$ cat src/rtl/bus_arbiter_rr.sv
// Round-robin arbiter for the four-master shared bus: active-low requests in, registered one-hot active-low grants out.
// Define BUS_ARB_TENURE_EN to preempt an owner after TENURE_MAX contended cycles once s_as_ shows the bus idle.
module bus_arbiter_rr #(
    parameter int unsigned TENURE_MAX = 16,
    parameter int unsigned TENURE_W   = 8
) (
    input  logic       clk,
    input  logic       reset,
    input  logic       m0_req_,
    input  logic       m1_req_,
    input  logic       m2_req_,
    input  logic       m3_req_,
    input  logic       s_as_,
    output logic       m0_grnt_,
    output logic       m1_grnt_,
    output logic       m2_grnt_,
    output logic       m3_grnt_,
    output logic [1:0] owner,
    output logic       grnt_chg
);

    logic [3:0] req;
    logic [3:0] grnt_n;
    logic       others_req;
    logic       found;
    logic [1:0] next_owner;
    logic [1:0] cand;
    logic       rotate;
    logic       change;

    assign req = ~{m3_req_, m2_req_, m1_req_, m0_req_};
    assign {m3_grnt_, m2_grnt_, m1_grnt_, m0_grnt_} = grnt_n;
    assign others_req = |(req & ~(4'b0001 << owner));

    // Search starts just past the owner, so index order never matters.
    always_comb begin
        found      = 1'b0;
        next_owner = owner;
        cand       = '0;
        for (int unsigned i = 1; i < 4; i++) begin
            cand = owner + 2'(i);
            if (!found && req[cand]) begin
                found      = 1'b1;
                next_owner = cand;
            end
        end
    end

`ifdef BUS_ARB_TENURE_EN
    logic [TENURE_W-1:0] tenure;
    logic                preempt;

    assign preempt = (tenure == TENURE_W'(TENURE_MAX)) && s_as_;
    assign rotate  = !req[owner] || preempt;

    always_ff @(posedge clk or negedge reset) begin
        if (!reset) begin
            tenure <= '0;
        end else if (change || !others_req) begin
            tenure <= '0;
        end else if (tenure != TENURE_W'(TENURE_MAX)) begin
            tenure <= tenure + TENURE_W'(1);
        end
    end
`else
    logic unused_cfg;

    assign unused_cfg = s_as_ ^ (TENURE_MAX > 0) ^ (TENURE_W > 0) ^ others_req;
    assign rotate     = !req[owner];
`endif

    assign change = rotate && found;

    always_ff @(posedge clk or negedge reset) begin
        if (!reset) begin
            owner    <= '0;
            grnt_n   <= 4'b1110;
            grnt_chg <= 1'b0;
        end else begin
            grnt_chg <= change;
            if (change) begin
                owner  <= next_owner;
                grnt_n <= ~(4'b0001 << next_owner);
            end
        end
    end

endmodule
$ cat config.mk
export PLATFORM = sky130hd
export DESIGN_NAME = bus_arbiter_rr
export DESIGN_NICKNAME = d
export VERILOG_FILES = /design/src/rtl/bus_arbiter_rr.sv
export SDC_FILE = /design/constraint.sdc
export NUM_CORES = 1
export LEC_CHECK = 0
export ABC_AREA = 1
export BUFFER_PORTS_ARGS = -buffer_cell sky130_fd_sc_hd__clkbuf_2
export CAP_MARGIN = 20
export CORE_AREA = 2 2 39 41
export CTS_BUF_LIST = sky130_fd_sc_hd__clkbuf_4 sky130_fd_sc_hd__clkbuf_8 sky130_fd_sc_hd__clkbuf_16
export CTS_CLUSTER_DIAMETER = 40
export DETAILED_ROUTE_END_ITERATION = 8
export DIE_AREA = 0 0 41 43
export PLACE_DENSITY = 0.67
export SYNTH_ARGS = -nofsm -noshare
export SYNTH_HDL_FRONTEND = slang
export SYNTH_SLANG_ARGS = --single-unit
$ cat constraint.sdc
create_clock -name clk -period 1.3 [get_ports clk]
set_input_delay 0.39 -clock clk [delete_from_list [all_inputs] [get_ports clk]]
set_output_delay 0.39 -clock clk [all_outputs]
set_load 0.005 [all_outputs]
==> run summary <==
Fin nets -> 116
Antenna-violating nets left -> 0
CP Max Fanout -> 10
CP peak stage delay -> 400 ps
Overall power -> 2.55 mW
Post-place setup slack -> -215 ps
Cell count after synthesis -> 82
Hold WC Path Type -> reg2reg
Crit path cell chain -> buf_12 -> clkinv_8 -> nand2_2 -> nand2_4 -> nand2_2 -> nand2_4 -> nand2_1 -> nand2_1 -> nand2_1 -> nand2_1 -> nand2_2 -> nand2_2 -> nand3_1
Pin count of the biggest net entering global routing -> 11
Unrepaired setup endpoints after global routing -> true
Violated checks -> negative setup slack
Share of cells above drive strength 1 -> 50.0%
Maximum vdd drop -> 1.62 mV
Routed vias -> 573
F_max -> 665 MHz
1st-pass router iterations -> 3
Global-route wire length before repair -> 2210 um
Period minus WS final -> 1500 ps
Fin Hold WS -> 469 ps
DR vias/cell -> 4.62
Placed standard-cell area -> 721 um2
Synthesized flop and latch total -> 7
Vias in the first global route -> 565
Pins Over Slew Limit -> 0
Commonest non-fill, non-tap cell in the layout -> nand2_1
WL final -> 1260 um
Syn Area/Cell -> 6.97 um2
CP Launch Type -> register
Cell leakage power -> 0.440 nW
Overall die width -> 41 um
Initial Util -> 41.3%
Clock skew -> 14.3 ps
Req. time, crit path -> 1450 ps
Worst setup path class -> reg2reg
Ports -> 14
Max clock buf depth -> 2
Slowest CP cell -> dfrtp_1
RD Place Congestion -> 0.796
DR WL/cell -> 10.2 um
TritonCTS buffer count -> 3
CTS tree -> built
Ys Warns -> 0
Power Density -> 3230 nW/um2
Final worst setup slack -> -203 ps
Latest clock arrival within the worst-skew pair -> 270 ps
Fill cell count -> 125
Initial DRC Count -> 1
Post-DP HPWL -> 931 um
Post-synthesis sequential area ratio -> 31.3%
Final Cycle Share -> 116%
Initial antenna violation count -> 0
Synth unique cells -> 17
Final instance area -> 790 um2
Slew headroom -> 88.1%
Final Non-Filler Cells -> 124
Cell row count -> 14
Outcome -> finished, violations left
Maxcap violations -> 0
Residual DRC count -> 0
CORE AREA -> 1380 um2
GRT overflow -> 0
CP arrival -> 1650 ps
Synthesized area -> 572 um2
Die footprint -> 1760 um2
Syn_nets -> 89
Setup total negative slack -> -1290 ps
CTS HTree Levels -> 1
Cells after DPL -> 117
Vert. Die Dim -> 43 um
Final setup fails -> 10
Worst Tran Pin Value -> 178 ps
Root Buffer -> clkbuf_4
Final core utilization -> 57.1%
Area growth, synth to finish -> 38.1%
CTS Sinks -> 7
Diode count -> 0
Most frequent cells in the layout -> 28 x nand2_1, 13 x nand2_2, 12 x clkbuf_2
CP Capture Type -> register
Fin. Hold Viols -> 0
Gr usage total -> 19.5%
CTS clk-pin slew, worst paths -> 60 ps
# port buffers -> 12
==> path summary, 6_finish.rpt <==
check                           from         to  slack (ps)  cells after the start
hold reg to reg            grnt_n[2]  grnt_n[2]         470                      2
hold / removal             grnt_n[2]  grnt_n[2]         470                      2
max in group asynchronous      reset  grnt_n[2]         570                      2
min in group asynchronous      reset  grnt_n[0]         480                      2
setup / recovery            owner[0]  grnt_n[0]        -200                     13
setup reg to reg            owner[0]  grnt_n[0]        -200                     13
==> registers in the layout, indices dropped and copies added (netlist names) <==
name	flops
grnt_chg	1
owner	2
grnt_n	4
==> kinds of logic (layout without fill, tap and decap cells) <==
family	after synthesis	in the layout	synth area share, %
compound gates	6	6	6.56
buf+inv	11	37	10.3
flops	7	7	31.3
simple gates	58	58	51.9
==> report_power, final <==
part / switching [mW] / total [mW] / internal [mW] / leakage (nW)
logic: 1.12 / 1.92 / 0.800 / 0.342
registers: 0.0657 / 0.431 / 0.365 / 0.0797
clock network: 0.0916 / 0.205 / 0.113 / 0.0177
total: 1.27 / 2.55 / 1.28 / 0.440
==> cell usage after synthesis, drive strengths merged <==
library cell	n	area share, %
nand2	44	37
inv	10	8.3
nand3	8	7.0
o21ai	5	5.7
dfrtp	4	18
dfstp	3	14
nor2	3	2.0
nand4	2	2.2
a21oi	1	0.87
buf	1	2.0
nand3b	1	3.5
==> metal layers <==
layer  share of wire (%)  vias to the layer above  track usage (%)
met2                  49                        8             29.1
met1                  45                      251             21.9
met3                 2.3                        5             4.71
met5                   0                        -                0
li1                    -                      309                -
met4                 3.8                        0             16.0
==> critical path, delay by kind of cell (launching register included) <==
family                 cells  cell delay [ps]
DFF                        1              400
buffers and inverters      2              210
and+or+nand+nor           11              780
==> area by class of cell <==
type | count | area, um2 | area share [%]
clock buffer | 3 | 22.5 | 2.85
sequential | 7 | 179 | 22.7
multi-input combinational | 64 | 347 | 43.9
inverter | 10 | 55.1 | 6.97
timing repair buffer | 23 | 161 | 20.4
clock inverter | 1 | 5.00 | 0.634
tap | 16 | 20.0 | 2.54
==> repair_timing <==
action / 4_1_cts / 5_1_grt
gates resized for setup: 2 / 4
hold buffers: 1 / 0
setup endpoints to repair: 10 / 11
setup buffers: 2 / 0
pin swaps: 2 / 2
gates cloned: 0 / 0
hold endpoints to repair: 4 / 0
Note: power is estimated with default switching activity, not from simulation.
